==> config.mk <==
export PLATFORM = sky130hd
export DESIGN_NAME = reg_load_arbiter
export DESIGN_NICKNAME = d
export VERILOG_FILES = /design/src/rtl/reg_load_arbiter.sv
export SDC_FILE = /design/constraint.sdc
export NUM_CORES = 1
export LEC_CHECK = 0
export ABC_AREA = 0
export CORE_UTILIZATION = 38
export CTS_CLUSTER_SIZE = 28
export DETAILED_ROUTE_END_ITERATION = 7
export GPL_TIMING_DRIVEN = 0
export HOLD_SLACK_MARGIN = 0.15
export PLACE_DENSITY = 0.82
export RECOVER_POWER = 50
export SYNTH_ARGS = -nofsm -noshare
export SYNTH_HDL_FRONTEND = slang
export SYNTH_SLANG_ARGS = --single-unit
==> constraint.sdc <==
create_clock -name clk -period 3.53 [get_ports clk]
set_clock_uncertainty 0.05 [all_clocks]
set_input_delay 0.5295 -clock clk [delete_from_list [all_inputs] [get_ports clk]]
set_output_delay 0.5295 -clock clk [all_outputs]
set_load 0.02 [all_outputs]
==> src/rtl/reg_load_arbiter.sv <==
// ----------------------------------------------------------------------------
// reg_load_arbiter
//
// Shares the load port of a single N-bit register between R requesters.
// A round-robin arbiter picks one requester, its data is captured into reg_d,
// pulsed into the register with a one-cycle reg_load, read back through reg_q
// on the following cycle, and the requester is then acknowledged. A readback
// that differs from the written value raises err alongside ack.
//
// Every grant walks IDLE -> LOAD -> CHECK -> IDLE, so at most one write
// completes every three cycles and arbitration never coincides with ack.
//
// Ports
//   clk       rising-edge clock
//   rst       asynchronous reset, active low
//   req       per-requester level request, held until ack
//   req_data  requester i data at [i*N +: N]
//   ack       one-hot completion pulse (CHECK cycle)
//   err       readback mismatch, pulses together with ack
//   reg_d     data to the register D input, held until the next capture
//   reg_load  register load enable, one cycle per grant (LOAD cycle)
//   reg_q     register Q output, used for readback
//   busy      high during LOAD and CHECK
//   owner     index of the current or most recent grantee
// ----------------------------------------------------------------------------
module reg_load_arbiter #(
    parameter int N = 8,
    parameter int R = 4,
    localparam int W = $clog2(R)
) (
    input  logic           clk,
    input  logic           rst,
    input  logic [R-1:0]   req,
    input  logic [R*N-1:0] req_data,
    output logic [R-1:0]   ack,
    output logic           err,
    output logic [N-1:0]   reg_d,
    output logic           reg_load,
    input  logic [N-1:0]   reg_q,
    output logic           busy,
    output logic [W-1:0]   owner
);

    typedef enum logic [1:0] {
        S_IDLE,
        S_LOAD,
        S_CHECK
    } state_t;

    state_t         state;
    state_t         state_nxt;
    logic [W-1:0]   ptr;
    logic [W-1:0]   ptr_nxt;
    logic [W-1:0]   owner_nxt;
    logic [N-1:0]   reg_d_nxt;
    logic [W-1:0]   winner;
    logic [R-1:0]   owner_onehot;

    // Round-robin pick: the first requester at or after p+1 (mod R). The scan
    // runs from lowest to highest priority so the highest-priority hit is the
    // one left standing. Only indices below R can be produced.
    function automatic logic [W-1:0] rr_pick(input logic [W-1:0] p,
                                             input logic [R-1:0] r);
        logic [W-1:0] pick;
        int           idx;
        pick = '0;
        for (int k = R; k >= 1; k--) begin
            idx = (int'(p) + k) % R;
            if (r[idx]) begin
                pick = W'(idx);
            end
        end
        return pick;
    endfunction

    assign winner = rr_pick(ptr, req);

    always_comb begin
        // NOTE: every signal assigned in this block gets a default first so
        // no path through the case leaves it unassigned (which would infer a latch).
        state_nxt = state;
        ptr_nxt   = ptr;
        owner_nxt = owner;
        reg_d_nxt = reg_d;
        unique case (state)
            S_IDLE: begin
                if (|req) begin
                    owner_nxt = winner;
                    reg_d_nxt = req_data[winner*N +: N];
                    state_nxt = S_LOAD;
                end
            end
            S_LOAD: begin
                state_nxt = S_CHECK;
            end
            S_CHECK: begin
                // The grantee becomes lowest priority for the next round.
                ptr_nxt   = owner;
                state_nxt = S_IDLE;
            end
            default: begin
                state_nxt = S_IDLE;
            end
        endcase
    end

    always_ff @(posedge clk or negedge rst) begin
        if (!rst) begin
            state <= S_IDLE;
            ptr   <= W'(R - 1);
            owner <= '0;
            reg_d <= '0;
        end else begin
            // NOTE: non-blocking assignments so every flop samples the values
            // from before this edge, independent of statement order.
            state <= state_nxt;
            ptr   <= ptr_nxt;
            owner <= owner_nxt;
            reg_d <= reg_d_nxt;
        end
    end

    // Outputs decode the state register directly, so an asynchronous reset
    // clears them at once and an aborted transaction never reaches ack.
    assign owner_onehot = R'(1) << owner;
    assign reg_load     = (state == S_LOAD);
    assign busy         = (state != S_IDLE);
    assign ack          = (state == S_CHECK) ? owner_onehot : '0;
    // reg_q only reflects the write once the LOAD edge has passed, so the
    // comparison is taken live during CHECK rather than captured earlier.
    assign err          = (state == S_CHECK) && (reg_q != reg_d);

endmodule

==> impl_metrics.yaml, run 1 <==
cells_and_area:
  antenna_cells: 0
  ff_latch_area_um2: 353
  layout.nets: 209
  fillerInstances: 180
  multi_input_area_um2: 532
  area_growth_pct: 74.2
  drive_above_1_share_pct: 6.79
run:
  cap_violations: 0
clock_network:
  cts.clk_slew.worst_paths_ns: 0.08
  htreeDepth: 1
  clockBufferDepth: 2
  cts-resized-gates: 0
  holdBufCountCts: 0
  cts_setup_buffers: 0
  cts_tree: "done"
  cts_sinks: 14
  cts-buffers-inserted: 3
  cts-root-buf: "clkbuf_4"
  clk-insertion-delay-late_ns: 0.28
logic_synthesis:
  ys_seq_area_share_pct: 37.9
  syn_inst: 96
  synthTopCellsByCount: "nand2_1, mux2i_1, dfrtp_1"
  synth-seq-cells: 14
  synth_top_area_share_pct: 32.2
  synth_most_common_cell: "nand2_1"
  synth.top_cells.by_area: "dfrtp_1, mux2i_1, o221ai_1"
  async_flop_share_pct: 100
  avgSynthCellArea_um2: 9.71
  synth_cell_types: 25
  ys_warn_count: 0
  synth.largest_area_cell: "dfrtp_1"
  synth_edf_count: 0
  syn_area_um2: 932
  synth.net_count: 142
  synth-main-ff-cell: "dfrtp_1"
detailed_routing:
  drtPass1Iterations: 4
  via_per_inst: 5.21
  drt_drc_violations_left: 0
  drtIter0Drc: 18
  route.final.wire_length_mm: 2.87
  ant_nets: 0
  via_count: 989
  wire_per_inst_um: 15.1
floorplanning:
  io_pins: 63
  die_h_um: 51.5
  die-area_um2: 2650
  rows: 17
  start_util_pct: 41.3
  die_w_um: 51.5
  core_um2: 2250
place:
  io_buffers: 62
  hpwlAfterDp_mm: 2.32
  gp_congestion: 0.764
sta:
  tns_ns: 0
  report.final.slew_viol_count: 0
  rsz0062_at_grt: "false"
  period_share_pct: 76.7
  worstMarginPinSlew_ns: 0.635
  slew_headroom_pct: 57.5
  hold_violations: 0
  setup_viol_count_final: 0
  fmax_mhz: 369
  fin_crit_ns: 2.71
global_route:
  grt_pass1_wl_mm: 4.40
  grt_max_degree: 15
  grt_pass1_vias: 922
  overflow: 0
  grt_usage_pct: 22.8
  antenna_found_initial: 0
  grt.met3_usage_pct: 3.51
  grtUsageMet2_pct: 41.1
  busiest_layer: "met2"
  met1_usage_pct: 27.7
setup_path:
  end_kind: "output pin"
  start_kind: "input pin"
  setup.worst_path.class: "in -> out"
  crit_fanout: 1
  cp.required_ns: 2.95
  worstPathArrival_ns: 2.13
hold_path:
  hold_class: "reg -> reg"
power_and_ir_drop:
  seqPwrFrac_pct: 28.0
  pwr-share-comb_pct: 62.1
  ir_worst_vdd_v: 0.000528
  p_leak_nw: 0.707
  switching_power_uw: 503
  clockPowerShare_pct: 9.9
  power_density_nw_per_um2: 730
  p_int_uw: 682
  total_power_mw: 1.19
  p_sw_share_pct: 42.5
outcome:
  outcome: "finished clean"
cell usage in the layout, fill, tap and decap left out, drive strengths merged, types with 3 or more instances in the layout:
| cell type | n |
|---|---|
| nor2 | 3 |
| dlygate4sd3 | 5 |
| o221ai | 9 |
| clkdlybuf4s50 | 57 |
| dfrtp | 12 |
| buf | 3 |
| mux2i | 16 |
| nand2 | 18 |
| nor2b | 3 |
| xor2 | 8 |
| clkbuf | 5 |
| nand2b | 4 |
routing by layer:
layer / vias to the layer above / wire, um / share of wire (%)
li1: 479 / - / -
met3: 4 / 122 / 4.3
met2: 35 / 1520 / 53
met5: - / 0 / 0
met4: 0 / 28 / 0.98
met1: 471 / 1190 / 42
worst paths after layout:
kind	cells past startpoint	end	start	slack, ns
setup / recovery	5	err	reg_q[7]	0.82
hold / removal	2	ptr[0]	ptr[0]	0.43
setup reg to reg	7	reg_d[4]	ptr[0]	1.62
hold reg to reg	2	ptr[0]	ptr[0]	0.43
max in group asynchronous	1	state[1]	rst	2.37
min in group asynchronous	1	reg_d[5]	rst	0.65
kinds of logic after synthesis:
kind of cell	after synthesis	share of synthesized area (%)
simple gates	36	18.4
mux	16	17.2
xor+xnor	8	7.52
compound gates	16	14.0
buf+inv	6	5.10
flops	14	37.9
through the flow:
stage          util, %  hold WS (ns)  setup WS, ns  cells  instance area [um^2]
5_1_grt           72.0         0.450         0.791    190                  1620
4_1_cts           72.0         0.430         0.837    190                  1620
6_report          72.0         0.433         0.823    190                  1620
3_5_place_dp      70.4         0.416         0.846    186                  1590
3_3_place_gp      70.4         0.408         0.847    186                  1590
2_1_floorplan        -         0.184          1.82     96                   932
area by class of cell:
class / count / share of cell area, %
clock buffers: 4 / 2.23
flip-flops and latches: 14 / 21.7
repair buffers: 62 / 38.2
multi-input cells: 76 / 32.7
inverters: 2 / 0.462
plain buffers: 4 / 2.47
well taps: 28 / 2.16
registers in the layout (all words and copies together) (netlist names):
signal,count
owner,2
state,2
reg_d,8
ptr,2
power by group through the flow:
stage | registers, mW | clock network [mW] | logic [mW]
floorplan | 0.387 | 0 | 0.384
global placement | 0.329 | 0 | 0.736
detailed placement | 0.334 | 0 | 0.744
CTS | 0.331 | 0.120 | 0.748
global route | 0.344 | 0.128 | 0.793
finish | 0.332 | 0.117 | 0.736
critical path: stages:
cell and delay, ns:
clkdlybuf4s50_1 0.42, xor2_1 0.15, nor4_1 0.36, a21oi_1 0.11, clkdlybuf4s50_1 0.56
Power figures use the tool's default switching activity.
==> run 2, diff against run 1 <==
--- a/config.mk
+++ b/config.mk
@@ -6,12 +6,12 @@
 export NUM_CORES = 1
 export LEC_CHECK = 0
 export ABC_AREA = 0
-export CORE_UTILIZATION = 38
+export CORE_UTILIZATION = 32
 export CTS_CLUSTER_SIZE = 28
 export DETAILED_ROUTE_END_ITERATION = 7
 export GPL_TIMING_DRIVEN = 0
 export HOLD_SLACK_MARGIN = 0.15
-export PLACE_DENSITY = 0.82
+export PLACE_DENSITY = 0.73
 export RECOVER_POWER = 50
 export SYNTH_ARGS = -nofsm -noshare
 export SYNTH_HDL_FRONTEND = slang
==> constraint.sdc (replaced) <==
create_clock -name clk -period 2.4 [get_ports clk]
set_clock_uncertainty 0.05 [all_clocks]
set_input_delay 0.36 -clock clk [delete_from_list [all_inputs] [get_ports clk]]
set_output_delay 0.36 -clock clk [all_outputs]
set_load 0.02 [all_outputs]
==> impl_metrics.yaml, run 2 (synthesized netlist as in run 1, its figures left out) <==
place:
  gp_congestion: 0.772
  hpwlAfterDp_mm: 2.22
  placed_area_um2: 1590
  io_buffers: 62
  placed_cells: 189
  dpl_worst_slack_ns: -0.0000400
cells_and_area:
  post-route-util_pct: 59.3
  finalNonFillerCells: 193
  final_cell_mix: "clkdlybuf4s50_1, nand2_1, mux2i_1"
  fin_area_um2: 1630
  largest_reg_flops: 8
  final_common_cell: "clkdlybuf4s50_1"
  max_flop_register: "reg_d"
  antenna_cells: 0
  drive_above_1_share_pct: 7.41
  layout.nets: 209
  area_growth_pct: 75.3
detailed_routing:
  drtIter0Drc: 13
  drtPass1Iterations: 4
  ant_nets: 0
  via_per_inst: 5.15
  wire_per_inst_um: 14.3
  via_count: 993
  route.final.wire_length_mm: 2.75
  drt_drc_violations_left: 0
setup_path:
  rrSetupSlack_ns: 0.46
  start_kind: "input pin"
  regToRegStartpoint: "ptr[0]"
  setup.worst_path.class: "in -> out"
  end_kind: "output pin"
  cp.required_ns: 1.99
  worstPathArrival_ns: 1.92
  crit_fanout: 1
  rr_endpoint: "reg_d[7]"
  reg2reg_depth: 7
hold_path:
  hold_class: "reg -> reg"
  hold_depth: 2
  hold_path.startpoint: "ptr[0]"
  whs_endpoint: "ptr[0]"
floorplanning:
  core_um2: 2760
  rows: 19
  start_util_pct: 33.8
  die_w_um: 56.0
  io_pins: 63
  die-area_um2: 3130
  die_h_um: 56.0
run:
  cap_violations: 0
clock_network:
  clk-insertion-delay-late_ns: 0.28
  cts-root-buf: "clkbuf_4"
  htreeDepth: 1
  cts_setup_buffers: 0
  cts_sinks: 14
  cts-resized-gates: 1
  cts_tree: "done"
  cts-buffers-inserted: 3
  cts.clk_slew.worst_paths_ns: 0.09
  holdBufCountCts: 0
  clockBufferDepth: 2
sta:
  tns_ns: 0
  setup_viol_count_final: 0
  hold_violations: 0
  fmax_mhz: 430
  setup_slack_ns: 0.0749
  slew_headroom_pct: 58.4
  worstMarginPinSlew_ns: 0.621
  rsz0062_at_grt: "false"
  worst_hold_slack_ns: 0.433
  period_share_pct: 96.9
  fin_crit_ns: 2.33
  report.final.slew_viol_count: 0
global_route:
  grt_pass1_wl_mm: 4.56
  overflow: 0
  grt_max_degree: 15
  antenna_found_initial: 0
  grt_usage_pct: 18.6
  grt_pass1_vias: 1031
power_and_ir_drop:
  ir_worst_vdd_v: 0.000679
  power_density_nw_per_um2: 1070
  p_leak_nw: 0.708
  total_power_mw: 1.75
outcome:
  outcome: "finished clean"
## run 2: worst max path at each step
stage	start	endpoint	slack, ns
after CTS	reg_q[0]	err	0.08
after global placement	reg_q[6]	err	-0.02
after floorplan	ptr[0]	reg_d[0]	0.71
after global routing	reg_q[6]	err	0.02
after detailed placement	reg_q[0]	err	-0.00004
final	reg_q[6]	err	0.07
## run 2: power breakdown
part | internal [mW] | leakage [nW] | switching (mW)
clock | 0.0923 | 0.0210 | 0.0764
combinational | 0.547 | 0.518 | 0.549
sequential | 0.366 | 0.169 | 0.120
## run 2: cell type report
| cell class | count | area (um^2) |
|---|---|---|
| clock buffer | 4 | 36.3 |
| timing repair buffer | 62 | 621 |
| fill | 262 | 1120 |
| multi-input combinational | 76 | 538 |
| inverter | 2 | 7.51 |
| buffer | 4 | 40.0 |
| tap | 31 | 38.8 |
| sequential | 14 | 353 |
## run 2: worst max-delay path, cell delays in order
cell and delay [ns]:
clkdlybuf4s50_1 0.41, xor2_1 0.15, nor4_2 0.34, a21oi_1 0.11
clkdlybuf4s50_1 0.55
## run 2: per-layer routing
metal | share of wire, % | GRT usage (%) | routed length [um]
met2 | 50 | 33.5 | 1380
met3 | 5.6 | 3.95 | 155
met4 | 1.2 | 7.32 | 34
met1 | 43 | 21.4 | 1180
met5 | 0 | 0 | 0
==> run 3, diff against run 2 <==
--- a/config.mk
+++ b/config.mk
@@ -6,6 +6,7 @@
 export NUM_CORES = 1
 export LEC_CHECK = 0
 export ABC_AREA = 0
+export CORE_ASPECT_RATIO = 0.75
 export CORE_UTILIZATION = 32
 export CTS_CLUSTER_SIZE = 28
 export DETAILED_ROUTE_END_ITERATION = 7
==> impl_metrics.yaml, run 3 (synthesized netlist as in run 1, its figures left out) <==
outcome:
  outcome: "finished clean"
clock_network:
  cts-root-buf: "clkbuf_8"
  cts-buffers-inserted: 3
  clk-insertion-delay-late_ns: 0.24
  htreeDepth: 1
  clockBufferDepth: 2
  cts.clk_slew.worst_paths_ns: 0.06
  cts_sinks: 14
  cts_tree: "done"
sta:
  fmax_mhz: 458
  fin_crit_ns: 2.18
  setup_slack_ns: 0.219
  report.final.slew_viol_count: 0
  tns_ns: 0
  slew_headroom_pct: 58.4
  hold_violations: 0
  worstMarginPinSlew_ns: 0.623
  rsz0062_at_grt: "false"
  setup_viol_count_final: 0
  period_share_pct: 90.9
cells_and_area:
  ff_latch_area_um2: 353
  final_common_cell: "clkdlybuf4s50_1"
  drive_above_1_share_pct: 7.41
  layout.nets: 209
  max_flop_register: "reg_d"
  largest_reg_flops: 8
  antenna_cells: 0
  area_growth_pct: 78.3
  final_cell_mix: "clkdlybuf4s50_1, nand2_1, mux2i_1"
  fillerInstances: 234
  multi_input_area_um2: 538
setup_path:
  slowest_stage: "clkdlybuf4s50_1"
  endpoint: "ack[2]"
  worstPathArrival_ns: 1.77
  reg2reg_depth: 7
  cp.required_ns: 1.99
  crit_fanout: 5
  worstPathCellList: "nand2b_1 > nor3b_1 > clkdlybuf4s50_1"
  start_kind: "flip-flop"
  rrSetupSlack_ns: 0.54
  setup.worst_path.class: "reg -> out"
  regToRegStartpoint: "ptr[0]"
  rr_endpoint: "reg_d[1]"
  worst_path_largest_cell_delay_ns: 0.64
  end_kind: "output pin"
  crit_path_start: "state[0]"
floorplanning:
  core_um2: 2680
  start_util_pct: 34.7
  die_w_um: 64.3
  io_pins: 63
  rows: 16
  die-area_um2: 3130
  die_h_um: 48.7
power_and_ir_drop:
  switching_power_uw: 750
  seqPwrFrac_pct: 27.4
  p_sw_share_pct: 41.6
  p_leak_nw: 0.732
  pwr-share-comb_pct: 60.0
  p_int_mw: 1.05
  total_power_mw: 1.80
  ir_worst_vdd_v: 0.000455
  clockPowerShare_pct: 12.6
  power_density_nw_per_um2: 1090
detailed_routing:
  drtIter0Drc: 31
  via_per_inst: 5.12
  drtPass1Iterations: 4
  via_count: 1014
  wire_per_inst_um: 13.5
  route.final.wire_length_mm: 2.67
  drt_drc_violations_left: 0
  ant_nets: 0
global_route:
  grt_max_degree: 15
  overflow: 0
  grt_pass1_wl_mm: 4.35
  grt_pass1_vias: 963
  antenna_found_initial: 0
  grt_usage_pct: 18.2
hold_path:
  hold_class: "reg -> reg"
run:
  cap_violations: 0
place:
  gp_congestion: 0.758
  hpwlAfterDp_mm: 2.09
  io_buffers: 62
  dpl_worst_slack_ns: 0.0106
==> run 3: repair_timing <==
item                       4_1_cts  5_1_grt
setup endpoints to repair        1        1
hold buffers                     0        0
buffers inserted                 0        0
gates resized for setup          1        1
gates cloned                     0        0
==> run 3: critical path: cells and delay by family, from the launching register on <==
kind | cells | cell delay [ns]
buffers and inverters | 1 | 0.64
flip-flops | 1 | 0.41
AND/OR/NAND/NOR | 2 | 0.49
==> run 3: layer usage <==
metal	global-route usage (%)	vias up	wire [um]
li1	-	482	-
met1	22.9	481	1210
met5	0	-	0
met2	28.9	49	1200
met4	5.19	0	18
met3	6.84	2	248
==> run 3: cell type report <==
type / count / share of cell area [%]
Clock buffer: 4 / 3.31
Inverter: 2 / 0.452
Sequential cell: 14 / 21.2
Timing Repair Buffer: 62 / 37.5
Multi-Input combinational cell: 76 / 32.4
Buffer: 4 / 2.41
Tap cell: 36 / 2.71
==> run 3: stage by stage <==
step / hold WS (ns) / instance area [um^2] / instances / utilization (%)
floorplan: 0.0144 / 932 / 96 / -
global placement: 0.408 / 1600 / 194 / 59.6
detailed placement: 0.407 / 1600 / 194 / 59.6
CTS: 0.416 / 1660 / 198 / 61.8
global route: 0.427 / 1660 / 198 / 61.9
finish: 0.415 / 1660 / 198 / 61.9
==> run 3: worst min-delay path by stage <==
stage            from       end  slack (ns)  cells past startpoint
6_report       ptr[0]    ptr[0]        0.41                      2
5_1_grt        ptr[0]    ptr[0]        0.43                      2
4_1_cts        ptr[0]    ptr[0]        0.42                      2
3_5_place_dp   ptr[0]    ptr[0]        0.41                      2
3_3_place_gp   ptr[0]    ptr[0]        0.41                      2
2_1_floorplan     rst  owner[0]        0.01                      0
==> run 3: power by group through the flow <==
stage	logic, mW	registers [mW]	clock network (mW)
final	1.08	0.494	0.227
after global routing	1.17	0.513	0.238
after detailed placement	1.10	0.493	0
after CTS	1.11	0.494	0.229
after global placement	1.08	0.493	0
after floorplan	0.565	0.569	0
